File: config.mk
export PLATFORM = sky130hd
export DESIGN_NAME = ps2_tx_flat
export DESIGN_NICKNAME = d
export VERILOG_FILES = /design/src/rtl/ps2_tx_if.sv /design/src/rtl/ps2_tx.sv /design/src/flat_wrapper.sv
export SDC_FILE = /design/constraint.sdc
export NUM_CORES = 1
export LEC_CHECK = 0
export CAP_MARGIN = 20
export CELL_PAD_IN_SITES_DETAIL_PLACEMENT = 2
export CELL_PAD_IN_SITES_GLOBAL_PLACEMENT = 2
export CORE_ASPECT_RATIO = 0.8
export CORE_MARGIN = 5
export CORE_UTILIZATION = 33
export CTS_BUF_LIST = sky130_fd_sc_hd__clkbuf_2
export DETAILED_ROUTE_END_ITERATION = 10
export GPL_ROUTABILITY_DRIVEN = 0
export PLACE_DENSITY = 0.75
export RECOVER_POWER = 100
export SYNTH_ARGS = -nofsm -noshare
export SYNTH_HDL_FRONTEND = slang
export SYNTH_SLANG_ARGS = --single-unit
File: constraint.sdc
create_clock -name clk -period 2.1 [get_ports clk]
set_input_delay 0.315 -clock clk [delete_from_list [all_inputs] [get_ports clk]]
set_output_delay 0.315 -clock clk [all_outputs]
set_load 0.02 [all_outputs]
File: src/rtl/ps2_tx_if.sv
// Command handshake between a client and the PS/2 host transmitter.
interface ps2_tx_if;
  logic       tx_req;
  logic [7:0] tx_data;
  logic       tx_busy;
  logic       tx_done;
  logic       tx_err;

  modport master (output tx_req, tx_data, input tx_busy, tx_done, tx_err);
  modport slave  (input tx_req, tx_data, output tx_busy, tx_done, tx_err);
endinterface

File: src/rtl/ps2_tx.sv
// PS/2 host-to-device transmitter: inhibit, request-to-send, 8 data + odd parity + stop, device ack.
// Optional macro PS2_TX_RESEND_EN: one automatic retransmission of the latched byte after a NACK.
module ps2_tx #(
  parameter int INHIBIT_CYCLES = 5000,
  parameter int TIMEOUT_CYCLES = 750000
) (
  input  logic    clk,
  input  logic    rst,
  ps2_tx_if.slave bus,
  input  logic    ps2_clk_in,
  input  logic    ps2_data_in,
  output logic    ps2_clk_oe,
  output logic    ps2_data_oe
);
  localparam int CNT_MAX = (TIMEOUT_CYCLES > INHIBIT_CYCLES) ? TIMEOUT_CYCLES : INHIBIT_CYCLES;
  localparam int CW      = $clog2(CNT_MAX + 1);
  localparam logic [CW-1:0] INH_LAST = CW'(INHIBIT_CYCLES - 1);
  localparam logic [CW-1:0] TO_LAST  = CW'(TIMEOUT_CYCLES - 1);

  typedef enum logic [2:0] {IDLE, INHIBIT, RTS, SHIFT, ACK, WAIT_IDLE} state_t;

  state_t        state_q, state_d;
  logic [1:0]    clk_sync_q, clk_sync_d;
  logic [1:0]    data_sync_q, data_sync_d;
  logic          clk_prev_q, clk_prev_d;
  logic [8:0]    shift_q, shift_d;
  logic [3:0]    edge_q, edge_d;
  logic [CW-1:0] cnt_q, cnt_d;
  logic          clk_oe_q, clk_oe_d;
  logic          data_oe_q, data_oe_d;
  logic          busy_q, busy_d;
  logic          done_q, done_d;
  logic          err_q, err_d;
  logic          clk_s, data_s, fall, nack, fail;
`ifdef PS2_TX_RESEND_EN
  logic          retry_q, retry_d;
`endif

  assign clk_s  = clk_sync_q[1];
  assign data_s = data_sync_q[1];
  assign fall   = clk_prev_q & ~clk_s;

  always_comb begin
    clk_sync_d  = {clk_sync_q[0], ps2_clk_in};
    data_sync_d = {data_sync_q[0], ps2_data_in};
    clk_prev_d  = clk_s;
    state_d     = state_q;
    shift_d     = shift_q;
    edge_d      = edge_q;
    cnt_d       = cnt_q;
    clk_oe_d    = clk_oe_q;
    data_oe_d   = data_oe_q;
    busy_d      = busy_q;
    done_d      = 1'b0;
    err_d       = 1'b0;
    nack        = 1'b0;
    fail        = 1'b0;
`ifdef PS2_TX_RESEND_EN
    retry_d     = retry_q;
`endif
    // Timeout counter runs from clock release to ack and saturates.
    if (state_q inside {RTS, SHIFT, ACK, WAIT_IDLE} && cnt_q != TO_LAST)
      cnt_d = cnt_q + 1'b1;

    case (state_q)
      IDLE: begin
        if (bus.tx_req) begin
          state_d  = INHIBIT;
          shift_d  = {~^bus.tx_data, bus.tx_data};
          edge_d   = 4'd0;
          cnt_d    = '0;
          clk_oe_d = 1'b1;
          busy_d   = 1'b1;
`ifdef PS2_TX_RESEND_EN
          retry_d  = 1'b0;
`endif
        end
      end
      INHIBIT: begin
        if (cnt_q == INH_LAST) begin
          state_d   = RTS;
          cnt_d     = '0;
          clk_oe_d  = 1'b0;
          data_oe_d = 1'b1;
        end else begin
          cnt_d = cnt_q + 1'b1;
        end
      end
      RTS: begin
        if (fall) begin
          state_d   = SHIFT;
          edge_d    = 4'd1;
          data_oe_d = ~shift_q[0];
        end
      end
      SHIFT: begin
        if (fall) begin
          edge_d = edge_q + 4'd1;
          if (edge_q == 4'd9) begin
            data_oe_d = 1'b0;
            state_d   = ACK;
          end else begin
            data_oe_d = ~shift_q[edge_q];
          end
        end
      end
      ACK: begin
        if (fall) begin
          edge_d = 4'd11;
          if (!data_s) state_d = WAIT_IDLE;
          else         nack    = 1'b1;
        end
      end
      WAIT_IDLE: begin
        if (clk_s && data_s) begin
          state_d = IDLE;
          busy_d  = 1'b0;
          done_d  = 1'b1;
        end
      end
      default: state_d = IDLE;
    endcase

    if (nack) begin
`ifdef PS2_TX_RESEND_EN
      if (!retry_q) begin
        retry_d   = 1'b1;
        state_d   = INHIBIT;
        cnt_d     = '0;
        edge_d    = 4'd0;
        clk_oe_d  = 1'b1;
        data_oe_d = 1'b0;
      end else begin
        fail = 1'b1;
      end
`else
      fail = 1'b1;
`endif
    end
    if (state_q inside {RTS, SHIFT, ACK, WAIT_IDLE} && cnt_q == TO_LAST) fail = 1'b1;

    if (fail) begin
      state_d   = IDLE;
      clk_oe_d  = 1'b0;
      data_oe_d = 1'b0;
      busy_d    = 1'b0;
      done_d    = 1'b0;
      err_d     = 1'b1;
    end
  end

  always_ff @(posedge clk) begin
    if (!rst) begin
      state_q     <= IDLE;
      clk_sync_q  <= 2'b11;
      data_sync_q <= 2'b11;
      clk_prev_q  <= 1'b1;
      shift_q     <= '0;
      edge_q      <= '0;
      cnt_q       <= '0;
      clk_oe_q    <= 1'b0;
      data_oe_q   <= 1'b0;
      busy_q      <= 1'b0;
      done_q      <= 1'b0;
      err_q       <= 1'b0;
    end else begin
      state_q     <= state_d;
      clk_sync_q  <= clk_sync_d;
      data_sync_q <= data_sync_d;
      clk_prev_q  <= clk_prev_d;
      shift_q     <= shift_d;
      edge_q      <= edge_d;
      cnt_q       <= cnt_d;
      clk_oe_q    <= clk_oe_d;
      data_oe_q   <= data_oe_d;
      busy_q      <= busy_d;
      done_q      <= done_d;
      err_q       <= err_d;
    end
  end

`ifdef PS2_TX_RESEND_EN
  always_ff @(posedge clk) begin
    if (!rst) retry_q <= 1'b0;
    else      retry_q <= retry_d;
  end
`endif

  assign ps2_clk_oe  = clk_oe_q;
  assign ps2_data_oe = data_oe_q;
  assign bus.tx_busy = busy_q;
  assign bus.tx_done = done_q;
  assign bus.tx_err  = err_q;
endmodule

File: src/flat_wrapper.sv
// flat-port wrapper written by rule: the top's interface ports become plain ports
module ps2_tx_flat 
#(
  parameter int INHIBIT_CYCLES = 5000,
  parameter int TIMEOUT_CYCLES = 750000
)
  (clk, rst, ps2_clk_in, ps2_data_in, ps2_clk_oe, ps2_data_oe, bus_tx_req, bus_tx_data, bus_tx_busy, bus_tx_done, bus_tx_err);
  ps2_tx_if bus_i ();
  input  logic clk;
  input  logic rst;
  input  logic ps2_clk_in;
  input  logic ps2_data_in;
  output logic ps2_clk_oe;
  output logic ps2_data_oe;
  input wire logic [$bits(bus_i.tx_req)-1:0] bus_tx_req;
  input wire logic [$bits(bus_i.tx_data)-1:0] bus_tx_data;
  output wire logic [$bits(bus_i.tx_busy)-1:0] bus_tx_busy;
  output wire logic [$bits(bus_i.tx_done)-1:0] bus_tx_done;
  output wire logic [$bits(bus_i.tx_err)-1:0] bus_tx_err;
  assign bus_i.tx_req = bus_tx_req;
  assign bus_i.tx_data = bus_tx_data;
  assign bus_tx_busy = bus_i.tx_busy;
  assign bus_tx_done = bus_i.tx_done;
  assign bus_tx_err = bus_i.tx_err;
  ps2_tx #(.INHIBIT_CYCLES(INHIBIT_CYCLES), .TIMEOUT_CYCLES(TIMEOUT_CYCLES)) u_core (.clk(clk), .rst(rst), .bus(bus_i), .ps2_clk_in(ps2_clk_in), .ps2_data_in(ps2_data_in), .ps2_clk_oe(ps2_clk_oe), .ps2_data_oe(ps2_data_oe));
endmodule
==> flow_summary.json <==
{
  "synth_cell_types": 54,
  "yosys.area_share.adder_pct": 1.58,
  "max_clock_freq_mhz": 456,
  "fin_worst_skew_ns": 0.0529,
  "area_growth_syn_to_layout_pct": 30.9,
  "core-area_um2": 6930,
  "status": "finished, violations left",
  "reg2regPathDepth": 8,
  "synth_area_leaders": "dfxtp_1 39%, a21oi_1 6.8%, nand2_1 5.4%",
  "crit_fanout": 5,
  "cp.required_ns": 2.45,
  "drive_gt1_share_pct": 26.5,
  "clockBufferDepth": 2,
  "vias": 2388,
  "yosys-mux-area-fraction_pct": 2.80,
  "min_to": "u_core.clk_sync_q[0]$_SDFF_PN1_",
  "drtAntennaViolNets": 0,
  "instances_no_fill": 426,
  "final_util_pct": 44.8,
  "synth_cells": 281,
  "io_buffer_count": 17,
  "ctsRootBufferMaster": "clkbuf_2",
  "dr.pass1.iters": 4,
  "hp-class": "primary input to register",
  "n_fill_cell": 779,
  "start_kind": "register",
  "die_w_um": 105,
  "synth_area_um2": 2370,
  "place_area_um2": 2920,
  "synth_top_family_by_area": "simple AND/OR/NAND/NOR gates",
  "synth_seq_area_share_pct": 38.8,
  "yosys_warnings": 0,
  "yosysTopAreaCellShare_pct": 38.8,
  "synth-seq-cells": 46,
  "switching_share_pct": 31.4,
  "regArea_um2": 923,
  "fin_ws_ns": -0.0927,
  "yosys.area.top_type": "dfxtp_1",
  "reg2reg_from": "u_core.cnt_q[0]$_SDFF_PN0_",
  "ys_async_sr_fraction_pct": 0,
  "hold_depth": 2,
  "synth-compound-area-share_pct": 22.1,
  "start_util_pct": 34.2,
  "ir_worst_vdd_v": 0.000295,
  "clk_latency_ns": 0.45,
  "nets": 354,
  "rr_endpoint": "u_core.cnt_q[6]$_SDFF_PN0_",
  "finalCriticalPeriod_ns": 2.19,
  "p_comb_share_pct": 19.1,
  "synth_xor_area_share_pct": 2.96,
  "timing_hold_violations_final": 0,
  "p_int_mw": 1.13,
  "row_count": 27,
  "die_height_um": 85.8,
  "grt_pass1_wl_mm": 13.7,
  "max-cap-violations": 0,
  "cts_buffers": 5,
  "io-pin-count": 18,
  "via_per_inst": 5.61,
  "cts_tree": "built",
  "worstSetupEndpointType": "register",
  "cp.arrival_ns": 2.54,
  "synthSimpleGateAreaFrac_pct": 27.7,
  "pwr-share-clk_pct": 24.0,
  "layout_commonest_cell": "dfxtp_1",
  "hpwl_mm": 5.95,
  "die-area_um2": 8990,
  "syn-num-nets": 297,
  "clkTransAtPathRegs_ns": 0.30,
  "worst_pin_slew_ns": 0.563,
  "antenna_found_initial": 0,
  "final_cell_mix": "44 x dfxtp_1, 39 x buf_4, 32 x nand2_1, 24 x a21oi_1, 18 x nand3_1",
  "setup_violations": 21,
  "totalWireLength_mm": 8.66,
  "cts_num_sinks": 46,
  "synth_edf_count": 0,
  "synth_area_per_cell_um2": 8.44,
  "powerDensity_nw_per_um2": 530,
  "drtIter0Drc": 71,
  "holdCritStartpoint": "ps2_clk_in",
  "overflow": 0,
  "wire_per_inst_um": 20.3,
  "report.final.slew_viol_count": 0,
  "dp.cells": 412,
  "synth_flop_cell": "dfxtp_1",
  "grt_start_max_net_pins": 16,
  "p_leak_nw": 1.10,
  "h-tree-depth": 2,
  "diodes": 0,
  "post-route-period-util_pct": 104,
  "multi_input_area_um2": 1450,
  "first_global_vias": 2631,
  "path_class": "register to register",
  "rsz0062_at_grt": "true",
  "slew_headroom_pct": 62.4,
  "failed_checks": "negative setup slack",
  "seqPwrFrac_pct": 56.9,
  "r2r_setup_slack_ns": -0.09,
  "gr-usage-all-layers_pct": 18.7,
  "p_sw_mw": 0.516,
  "drc_errors": 0,
  "fin_area_um2": 3100,
  "fin_tns_setup_ns": -1.24
}
-- routing by layer --
layer  wire (um)  share of wire, %  up-vias  track usage, %
li1            -                 -     1150               -
met1        4130                48     1196            25.6
met2        4130                48       30            30.9
met3         266               3.1       12            3.31
met4         134               1.5        0            3.95
met5           0                 0        -               0
-- state kept, by name, indices dropped and copies added (netlist names) --
register and flops:
u_core.edge_q 4, u_core.shift_q 9, u_core.data_sync_q 2, u_core.bus.tx_done 1
u_core.clk_sync_q 2, u_core.clk_prev_q 1, u_core.bus.tx_err 1, u_core.ps2_data_oe 1
u_core.cnt_q 20, u_core.state_q 3, u_core.ps2_clk_oe 1, u_core.bus.tx_busy 1
-- through the flow --
step	hold WS (ns)	power [mW]	setup slack, ns
after floorplan	0.386	1.10	0.0148
after global placement	0.393	1.22	0.0126
after detailed placement	0.407	1.24	-0.117
after CTS	0.414	1.63	-0.0197
after global routing	0.389	1.73	-0.197
final	0.433	1.64	-0.0927
-- synth_stat cells (2+ instances only) --
| cell | number |
|---|---|
| a211oi_1 | 2 |
| a21oi_1 | 32 |
| a311oi_1 | 7 |
| a31oi_1 | 5 |
| and3_1 | 5 |
| buf_6 | 3 |
| clkbuf_1 | 8 |
| dfxtp_1 | 46 |
| ha_1 | 3 |
| inv_1 | 5 |
| mux4_2 | 2 |
| nand2_1 | 34 |
| nand2b_1 | 9 |
| nand3_1 | 19 |
| nand4_1 | 5 |
| nand4b_1 | 3 |
| nor2_1 | 18 |
| nor2b_1 | 4 |
| nor3_1 | 6 |
| nor4_1 | 2 |
| o211ai_1 | 3 |
| o21ai_0 | 11 |
| o21ai_1 | 3 |
| o31ai_2 | 2 |
| or3_1 | 9 |
| xnor2_1 | 7 |
-- worst max-delay path, stage by stage (launching register included) --
cell     delay (ns)
dfxtp_2        0.43
ha_4           0.15
and3_4         0.18
or4b_4         0.49
o22ai_4        0.25
o31a_4         0.28
buf_12         0.13
nand2_2        0.05
a31oi_1        0.13
-- timing repair --
item	4_1_cts	5_1_grt
pin swaps	8	13
setup buffers	4	1
endpoints found under the setup margin	19	28
hold buffers	0	0
hold endpoints to repair	0	0
gates cloned	0	1
resized for setup	12	21
-- worst max-delay path by stage --
stage / cells past startpoint / startpoint / to / slack (ns)
after global placement: 8 / u_core.cnt_q[0]$_SDFF_PN0_ / u_core.cnt_q[8]$_SDFF_PN0_ / 0.01
after floorplan: 8 / u_core.cnt_q[0]$_SDFF_PN0_ / u_core.cnt_q[10]$_SDFF_PN0_ / 0.01
final: 8 / u_core.cnt_q[0]$_SDFF_PN0_ / u_core.cnt_q[6]$_SDFF_PN0_ / -0.09
after detailed placement: 8 / u_core.cnt_q[0]$_SDFF_PN0_ / u_core.cnt_q[3]$_SDFF_PN0_ / -0.12
after global routing: 9 / u_core.cnt_q[0]$_SDFF_PN0_ / u_core.cnt_q[16]$_SDFF_PN0_ / -0.20
after CTS: 6 / u_core.cnt_q[1]$_SDFF_PN0_ / u_core.cnt_q[16]$_SDFF_PN0_ / -0.02
-- layout make-up --
class	count	share of cell area (%)
inverters	5	0.605
well taps	87	3.51
clock buffers	5	0.806
clock inverters	3	0.524
multi-input cells	216	46.8
flip-flops and latches	46	29.8
repair buffers	64	18.0
-- power by group through the flow --
stage	clock network, mW	logic [mW]	registers (mW)
5_1_grt	0.445	0.341	0.942
6_report	0.395	0.314	0.936
4_1_cts	0.392	0.299	0.935
2_1_floorplan	0	0.161	0.939
3_5_place_dp	0	0.288	0.949
3_3_place_gp	0	0.277	0.946
-- kinds of logic (layout without fill, tap and decap cells) --
| kind of cell | after synthesis | after routing |
|---|---|---|
| simple gates | 124 | 124 |
| mux | 4 | 4 |
| buf+inv | 19 | 77 |
| fa+ha+maj | 3 | 3 |
| flops | 46 | 46 |
| compound gates | 77 | 77 |
| xor+xnor | 8 | 8 |
Note: power is estimated with default switching activity, not from simulation.
